$ cat src/rtl/fetch_queue.sv
// Instruction fetch queue: one outstanding memory request at a time, with a small
// FIFO of {instr, pc, pc+1} entries feeding decode. A flush discards queued and in-flight work.
module fetch_queue #(
  parameter int PC_WIDTH    = 24,
  parameter int INSTR_WIDTH = 32,
  parameter int DEPTH       = 4
) (
  input  logic                   clock,
  input  logic                   reset,
  input  logic [PC_WIDTH-1:0]    pc_in,
  input  logic [PC_WIDTH-1:0]    pcplus1_in,
  input  logic                   flush,
  output logic                   fetch_enable,
  output logic                   imem_req,
  output logic [PC_WIDTH-1:0]    imem_addr,
  input  logic                   imem_ack,
  input  logic [INSTR_WIDTH-1:0] imem_rdata,
  input  logic                   decode_ready,
  output logic                   decode_valid,
  output logic [INSTR_WIDTH-1:0] decode_instr,
  output logic [PC_WIDTH-1:0]    decode_pc,
  output logic [PC_WIDTH-1:0]    decode_pcplus1
);

  localparam int PTR_W = $clog2(DEPTH);
  localparam int CNT_W = PTR_W + 1;

  typedef enum logic [1:0] {
    S_IDLE = 2'd0,
    S_WAIT = 2'd1,
    S_DROP = 2'd2
  } state_t;

  state_t               r_state;
  state_t               w_next;
  logic [PC_WIDTH-1:0]  r_req_pc;
  logic [PC_WIDTH-1:0]  r_req_pcp1;
  logic [PTR_W-1:0]     r_head;
  logic [PTR_W-1:0]     r_tail;
  logic [CNT_W-1:0]     r_count;

  logic [INSTR_WIDTH-1:0] r_mem_instr [DEPTH];
  logic [PC_WIDTH-1:0]    r_mem_pc    [DEPTH];
  logic [PC_WIDTH-1:0]    r_mem_pcp1  [DEPTH];

  logic w_not_full;
  logic w_issue;
  logic w_push;
  logic w_pop;

  assign w_not_full = (r_count < CNT_W'(DEPTH));
  assign w_issue    = (r_state == S_IDLE) && w_not_full && !flush;
  assign w_push     = (r_state == S_WAIT) && imem_ack && !flush;
  assign w_pop      = (r_count != '0) && decode_ready;

  always_comb begin
    w_next = r_state;
    case (r_state)
      S_IDLE: if (w_issue) w_next = S_WAIT;
      S_WAIT: begin
        if (imem_ack)   w_next = S_IDLE;
        else if (flush) w_next = S_DROP;
      end
      // The abandoned request must still complete on the bus before a new one issues.
      S_DROP: if (imem_ack) w_next = S_IDLE;
      default: w_next = S_IDLE;
    endcase
  end

  always_ff @(posedge clock or negedge reset) begin
    if (!reset) begin
      r_state    <= S_IDLE;
      r_req_pc   <= '0;
      r_req_pcp1 <= '0;
    end else begin
      r_state <= w_next;
      if (w_issue) begin
        r_req_pc   <= pc_in;
        r_req_pcp1 <= pcplus1_in;
      end
    end
  end

  always_ff @(posedge clock or negedge reset) begin
    if (!reset) begin
      r_head  <= '0;
      r_tail  <= '0;
      r_count <= '0;
    end else if (flush) begin
      r_head  <= '0;
      r_tail  <= '0;
      r_count <= '0;
    end else begin
      if (w_push) r_tail <= r_tail + PTR_W'(1);
      if (w_pop)  r_head <= r_head + PTR_W'(1);
      case ({w_push, w_pop})
        2'b10:   r_count <= r_count + CNT_W'(1);
        2'b01:   r_count <= r_count - CNT_W'(1);
        default: r_count <= r_count;
      endcase
    end
  end

  // Payload storage carries no reset; outputs are masked while the queue is empty.
  always_ff @(posedge clock) begin
    if (w_push) begin
      r_mem_instr[r_tail] <= imem_rdata;
      r_mem_pc[r_tail]    <= r_req_pc;
      r_mem_pcp1[r_tail]  <= r_req_pcp1;
    end
  end

  assign fetch_enable   = reset && (w_issue || flush);
  assign imem_req       = (r_state != S_IDLE);
  assign imem_addr      = r_req_pc;
  assign decode_valid   = (r_count != '0);
  assign decode_instr   = decode_valid ? r_mem_instr[r_head] : '0;
  assign decode_pc      = decode_valid ? r_mem_pc[r_head]    : '0;
  assign decode_pcplus1 = decode_valid ? r_mem_pcp1[r_head]  : '0;

endmodule

$ cat config.mk
export PLATFORM = sky130hd
export DESIGN_NAME = fetch_queue
export DESIGN_NICKNAME = d
export VERILOG_FILES = /design/src/rtl/fetch_queue.sv
export SDC_FILE = /design/constraint.sdc
export NUM_CORES = 1
export LEC_CHECK = 0
export CORE_MARGIN = 4
export CORE_UTILIZATION = 44
export DETAILED_ROUTE_END_ITERATION = 10
export DONT_BUFFER_PORTS = 1
export PLACE_DENSITY = 0.62
export SLEW_MARGIN = 20
export SYNTH_ARGS = -nofsm -noshare
export SYNTH_HDL_FRONTEND = slang
export SYNTH_SLANG_ARGS = --single-unit
export TNS_END_PERCENT = 30
$ cat constraint.sdc
create_clock -name clock -period 3.8 [get_ports clock]
set_input_delay 1.14 -clock clock [delete_from_list [all_inputs] [get_ports clock]]
set_output_delay 1.14 -clock clock [all_outputs]
set_load 0.005 [all_outputs]
# After elaboration in Yosys (flattened, before gate mapping)
# Memory sizes are Yosys's and may differ from the RTL's.
# Cells that the tools add are included.
word_totals:
  ff_bits: 57
  mem_bits_rw: 320
  input_bits: 85
  out_inout_bits: 107
  wordCells: 52
  n_memories: 3
classes:
  n_addsub: 4
  magnitude_cmp: 1
  n_eq_ne: 7
  n_mux: 16
  n_reduce_logical: 15
memory_table:
  columns: ["name", "words", "width", "rd", "rd_clocked_by_memory_dff", "wr", "line", "source"]
  rows:
  - ["r_mem_instr", 4, 32, 1, 0, 1, "42", "logic [INSTR_WIDTH-1:0] r_mem_instr [DEPTH];"]
  - ["r_mem_pc", 4, 24, 1, 0, 1, "43", "logic [PC_WIDTH-1:0] r_mem_pc [DEPTH];"]
  - ["r_mem_pcp1", 4, 24, 1, 0, 1, "44", "logic [PC_WIDTH-1:0] r_mem_pcp1 [DEPTH];"]
ops:
  columns: ["op", "n"]
  rows:
  - ["$mux W24", 2]
  - ["$mux W32", 1]
  - ["$mux W2", 8]
  - ["$logic_and A1 B1 Y1", 6]
  - ["$pmux W2 S3", 1]
  - ["$pmux W3 S2", 1]
  - ["$reduce_bool A2 Y1", 3]
  - ["$reduce_bool A3 Y1", 2]
  - ["$add A2 B1 Y2 const B", 2]
  - ["$eq A2 B1 Y1 const B", 2]
  - ["$eq A2 B2 Y1 const B", 2]
  - ["$ne A2 B2 Y1 const B", 2]
  - ["$add A3 B1 Y3 const B", 1]
  - ["$lt A3 B3 Y1 const B", 1]
  - ["$mux W3", 1]
  - ["$ne A3 B3 Y1 const B", 1]
  - ["$reduce_and A3 Y1", 1]
  - ["$sub A3 B1 Y3 const B", 1]
  - ["$logic_not A2 Y1", 1]
  - ["$mux W1", 2]
  - ["$logic_not A1 Y1", 1]
  - ["$logic_or A1 B1 Y1", 1]

# Logic depth before layout (Yosys ltp)
depth:
  ltp_word: 6
  depth_mapped: 7
  ltp_nobuf: 7

# Least setup slack after synthesis
# No wires, ideal clock.
synth_path:
  kind: "in2reg"
  startpoint: "input imem_ack"
  endpoint: "memory r_mem_instr[2][0], enable pin"
  setup_ns: 0.447
  arrival_ns: 3.366
  required_ns: 3.353
  slack_ns: -0.013
  path_stages: 3
  path_buffers: 0
  cell_sequence: "nand2_1 nor3_1 and2_1"
synth_via:
  elab_chain_cells: 4
synth_rtl:
  columns: ["element", "line", "source"]
  rows:
  - ["start: declaration", "16", "input logic imem_ack,"]
  - ["$logic_and A1 B1 Y1 (2 in a row)", "53", "assign w_push = (r_state == S_WAIT) && imem_ack && !flush;"]
  - ["$mux W1", "106", "if (w_push) begin"]
  - ["$mux W1 (implied by the code)", "107", "r_mem_instr[r_tail] <= imem_rdata;"]
  - ["end: declaration", "42", null]
# Every way passes these cells.

# Final worst setup path
layout_path:
  startpoint: "register r_head[0]"
  endpoint: "output decode_instr[26]"
layout_via:
  elab_chain_cells: 2
layout_rtl:
  columns: ["element", "line", "source"]
  rows:
  - ["start: declaration", "38", "logic [PTR_W-1:0] r_head;"]
  - ["start signal: assignment", "95", "if (w_pop) r_head <= r_head + PTR_W'(1);"]
  - ["$mem_v2 Z4 W32", null, null]
  - ["$mux W32", "117", "assign decode_instr = decode_valid ? r_mem_instr[r_head] : '0;"]
  - ["end: declaration", "20", "output logic [INSTR_WIDTH-1:0] decode_instr,"]
# Every way passes these cells.

==> metrics.txt <==
# TYPE chip_impl_metric gauge
chip_impl_info{name="outcome",value="finished, final reports clean"} 1
chip_impl_metric{name="cts_setup_buffers",unit=""} 0
chip_impl_info{name="timing.rr.end",value="r_count[2]"} 1
chip_impl_metric{name="io_buffers",unit=""} 0
chip_impl_metric{name="internal_power",unit="W"} 0.00775
chip_impl_metric{name="finalHoldViolations",unit=""} 0
chip_impl_metric{name="arrival",unit="ps"} 2310
chip_impl_metric{name="regToRegSetupSlack",unit="ps"} 1360
chip_impl_metric{name="grt-ovfl-total",unit=""} 0
chip_impl_metric{name="cts.sinks",unit=""} 377
chip_impl_metric{name="ys_types",unit=""} 37
chip_impl_metric{name="detail-route-antenna-nets",unit=""} 0
chip_impl_metric{name="final_nets",unit=""} 787
chip_impl_metric{name="die-height",unit="µm"} 189
chip_impl_metric{name="timing_worst_slew_pin_value",unit="ps"} 727
chip_impl_metric{name="routabilityCongestion",unit=""} 0.719
chip_impl_metric{name="powerDensity",unit="nW/µm²"} 613
chip_impl_metric{name="die-area",unit="µm²"} 35900
chip_impl_metric{name="ys_warn_count",unit=""} 0
chip_impl_metric{name="synth_nets",unit=""} 763
chip_impl_metric{name="clock.fmax",unit="GHz"} 0.290
chip_impl_metric{name="cts_inserted_buffers",unit=""} 40
chip_impl_metric{name="final.period_utilization",unit=""} 0.907
chip_impl_metric{name="power_frac_seq",unit=""} 0.520
chip_impl_metric{name="grt_pass1_wl",unit="µm"} 42700
chip_impl_metric{name="max-clock-path-buffers",unit=""} 3
chip_impl_metric{name="crit_path_max_fanout",unit=""} 36
chip_impl_info{name="rr_startpoint",value="r_state[0]"} 1
chip_impl_metric{name="placement_rows",unit=""} 66
chip_impl_metric{name="max_clock_skew",unit="ps"} 20.9
chip_impl_metric{name="max_cap_viol_count",unit=""} 0
chip_impl_metric{name="final_cells",unit=""} 1173
chip_impl_metric{name="area_delta_synth_final",unit="%"} 13.4
chip_impl_metric{name="initialDrtViolationCount",unit=""} 326
chip_impl_info{name="min-delay-path-class",value="in2async"} 1
chip_impl_metric{name="first_global_vias",unit=""} 7012
chip_impl_metric{name="hold_buffers",unit=""} 0
chip_impl_info{name="ys_flop_type",value="sky130_fd_sc_hd__edfxtp_1"} 1
chip_impl_metric{name="detailed_route_via_count",unit=""} 6327
chip_impl_metric{name="worstRegToRegCells",unit=""} 7
chip_impl_metric{name="final_setup_vio_count",unit=""} 0
chip_impl_metric{name="clockPowerShare",unit=""} 0.380
chip_impl_metric{name="cts-htree-levels",unit=""} 2
chip_impl_metric{name="ys_seq_elements",unit=""} 377
chip_impl_info{name="setup.worst_path.class",value="reg2out"} 1
chip_impl_metric{name="total_switching_power",unit="W"} 0.00230
chip_impl_metric{name="antenna_violations_before_repair",unit=""} 3
chip_impl_metric{name="layout-drive-gt1-share",unit=""} 0.272
chip_impl_metric{name="worst_setup_hold_path_clk_slew",unit="ps"} 60
chip_impl_metric{name="dp.final_hpwl",unit="µm"} 16800
chip_impl_info{name="cts_tree",value="yes"} 1
chip_impl_info{name="startpoint_type",value="flip-flop"} 1
chip_impl_metric{name="placedCellCount",unit=""} 1097
chip_impl_metric{name="finish.utilization",unit=""} 0.505
chip_impl_metric{name="io-pin-count",unit=""} 192
chip_impl_metric{name="power.combinational.fraction",unit=""} 0.100
chip_impl_metric{name="cts_resized",unit=""} 0
chip_impl_metric{name="syn-instance-count",unit=""} 673
chip_impl_metric{name="vdd_drop_max",unit="V"} 0.000373
chip_impl_metric{name="static-leakage-power",unit="nW"} 5.30
chip_impl_metric{name="gr-usage-all-layers",unit=""} 0.155
chip_impl_metric{name="synth-edff-count",unit=""} 320
chip_impl_metric{name="final-max-slew-violation-count",unit=""} 0
chip_impl_info{name="cp-end-kind",value="output pin"} 1
chip_impl_metric{name="grt_max_degree",unit=""} 59
chip_impl_metric{name="viasPerCell",unit=""} 5.39
chip_impl_metric{name="async_flop_share",unit=""} 0.151
chip_impl_metric{name="core_region_area",unit="µm²"} 32500
chip_impl_metric{name="first_pass_iters",unit=""} 4
chip_impl_metric{name="route.detailed.drc",unit=""} 0
chip_impl_metric{name="die-width",unit="µm"} 189
chip_impl_metric{name="post-route-min-period",unit="ps"} 3450
chip_impl_metric{name="synth.cell_area",unit="µm²"} 14500
chip_impl_metric{name="post_synth.cell_area_avg",unit="µm²"} 21.5
chip_impl_metric{name="initial_utilization",unit=""} 0.446
chip_impl_metric{name="insertion_delay",unit="ps"} 520
chip_impl_metric{name="timing.critical_path.required",unit="ps"} 2660
chip_impl_info{name="cts-root-buf",value="sky130_fd_sc_hd__clkbuf_16"} 1
chip_impl_metric{name="routed_wirelength",unit="µm"} 27700
chip_impl_metric{name="wl_per_cell",unit="µm"} 23.6
chip_impl_metric{name="sequential_cell_area_fraction_in_the_yosys_report",unit=""} 0.763
chip_impl_metric{name="power.share.switching",unit=""} 0.229
chip_impl_metric{name="relSlewSlack",unit=""} 0.515
chip_impl_info{name="grt_setup_unrepaired",value="false"} 1
## cells in the final DEF, fill, tap and decap left out, types with 2 or more instances in the layout
cell,count
sky130_fd_sc_hd__edfxtp_1,320
sky130_fd_sc_hd__mux4_2,80
sky130_fd_sc_hd__and2_1,80
sky130_fd_sc_hd__dfrtp_1,55
sky130_fd_sc_hd__clkbuf_16,42
sky130_fd_sc_hd__mux2_2,29
sky130_fd_sc_hd__mux2_1,20
sky130_fd_sc_hd__clkbuf_1,12
sky130_fd_sc_hd__buf_12,8
sky130_fd_sc_hd__buf_4,8
sky130_fd_sc_hd__clkbuf_8,7
sky130_fd_sc_hd__nand2_1,6
sky130_fd_sc_hd__clkinv_2,6
sky130_fd_sc_hd__nor2_1,5
sky130_fd_sc_hd__and2_4,4
sky130_fd_sc_hd__a21oi_1,4
sky130_fd_sc_hd__ha_1,4
sky130_fd_sc_hd__nor2b_1,3
sky130_fd_sc_hd__diode_2,2
sky130_fd_sc_hd__nor3_1,2
sky130_fd_sc_hd__inv_1,2
sky130_fd_sc_hd__xor2_1,2
sky130_fd_sc_hd__nand3b_1,2
sky130_fd_sc_hd__a311oi_1,2
sky130_fd_sc_hd__a2111oi_0,2
sky130_fd_sc_hd__bufinv_16,2
sky130_fd_sc_hd__clkinvlp_4,2
sky130_fd_sc_hd__dfrtp_4,2
## power by group through the flow
| stage | combinational [W] | clock [W] | sequential (W) |
|---|---|---|---|
| after CTS | 0.00105 | 0.00393 | 0.00524 |
| after global routing | 0.00112 | 0.00411 | 0.00528 |
| after global placement | 0.00102 | 0 | 0.00528 |
| after floorplan | 0.000850 | 0 | 0.00517 |
| final | 0.00101 | 0.00382 | 0.00523 |
| after detailed placement | 0.00105 | 0 | 0.00533 |
## metal layers
metal / GRT usage / up-vias / part of all wire
met5: 0 / - / 0.00051
met1: 0.203 / 3334 / 0.40
met4: 0.0381 / 4 / 0.017
met3: 0.0450 / 38 / 0.081
li1: - / 2742 / -
met2: 0.259 / 209 / 0.50
## worst max-delay path, cell delays in order (launching register included)
cell	delay, ps
sky130_fd_sc_hd__dfrtp_4	640
sky130_fd_sc_hd__buf_12	310
sky130_fd_sc_hd__mux4_2	590
sky130_fd_sc_hd__and2_1	200
## synth_stat cells (2+ instances only)
master                      number  area, µm²
sky130_fd_sc_hd__a2111oi_0       2       17.5
sky130_fd_sc_hd__xor2_1          2       17.5
sky130_fd_sc_hd__nand3b_1        2       15.0
sky130_fd_sc_hd__buf_4          10       75.1
sky130_fd_sc_hd__buf_6           3       33.8
sky130_fd_sc_hd__a311oi_1        2       17.5
sky130_fd_sc_hd__mux4_2         80       1800
sky130_fd_sc_hd__dfrtp_1        57       1430
sky130_fd_sc_hd__clkbuf_1       15       56.3
sky130_fd_sc_hd__nand2_1         6       22.5
sky130_fd_sc_hd__and2_1         84        526
sky130_fd_sc_hd__buf_2           4       20.0
sky130_fd_sc_hd__mux2_2         29        327
sky130_fd_sc_hd__mux2_1         20        225
sky130_fd_sc_hd__ha_1            4       50.1
sky130_fd_sc_hd__nor3_1          2       10.0
sky130_fd_sc_hd__buf_1           2       7.51
sky130_fd_sc_hd__nor2b_1         3       18.8
sky130_fd_sc_hd__nor2_1          5       18.8
sky130_fd_sc_hd__edfxtp_1      320       9610
sky130_fd_sc_hd__inv_1           2       7.51
sky130_fd_sc_hd__a21oi_1         4       20.0
## how the worst max path moves through the flow
stage | start | to
6_report | r_head[0] | decode_instr[26]
5_1_grt | r_head[0] | decode_instr[26]
4_1_cts | r_head[0] | decode_instr[26]
3_5_place_dp | imem_ack | r_count[2]
3_3_place_gp | r_head[0] | decode_instr[26]
2_1_floorplan | imem_ack | r_mem_instr[1][0]
## cells by family (layout without fill, tap and decap cells)
logic type | count (synthesis) | in the layout | synth area share
other | 0 | 2 | 0
AND/OR/NAND/NOR | 108 | 108 | 0.0461
multiplexers | 129 | 129 | 0.163
AO/OA/AOI/OAI | 14 | 14 | 0.00787
buffers and inverters | 37 | 93 | 0.0141
adder cells (fa/ha/maj) | 5 | 5 | 0.00484
flip-flops | 377 | 377 | 0.763
XOR/XNOR | 3 | 3 | 0.00182
## flip-flops by register name, indices dropped and copies added, names as in the netlist
register	flops
r_head	2
r_tail	2
r_mem_pc	96
r_req_pcp1	24
r_mem_instr	128
r_count	3
imem_addr	24
r_state	2
r_mem_pcp1	96
## layout make-up
cell class,count,area (µm²)
Fill cell,2593,16100
Sequential cell,377,11000
Multi-Input combinational cell,259,3240
Clock buffer,61,1190
Tap cell,442,553
Timing Repair Buffer,16,220
Clock inverter,13,136
Inverter,3,11.3
Antenna cell,2,5.00
## stage by stage
stage               total power (W)  area (µm²)  hold WS (ps)  TNS (ps)  setup WS, ps
floorplan                   0.00602       14500           469     -1980         -12.4
global placement            0.00630       15100           480         0           854
detailed placement          0.00637       15100           499         0           663
CTS                          0.0102       16400           275         0           275
global route                 0.0105       16400           274         0           189
finish                       0.0101       16400           311         0           354
Power figures use the tool's default switching activity.
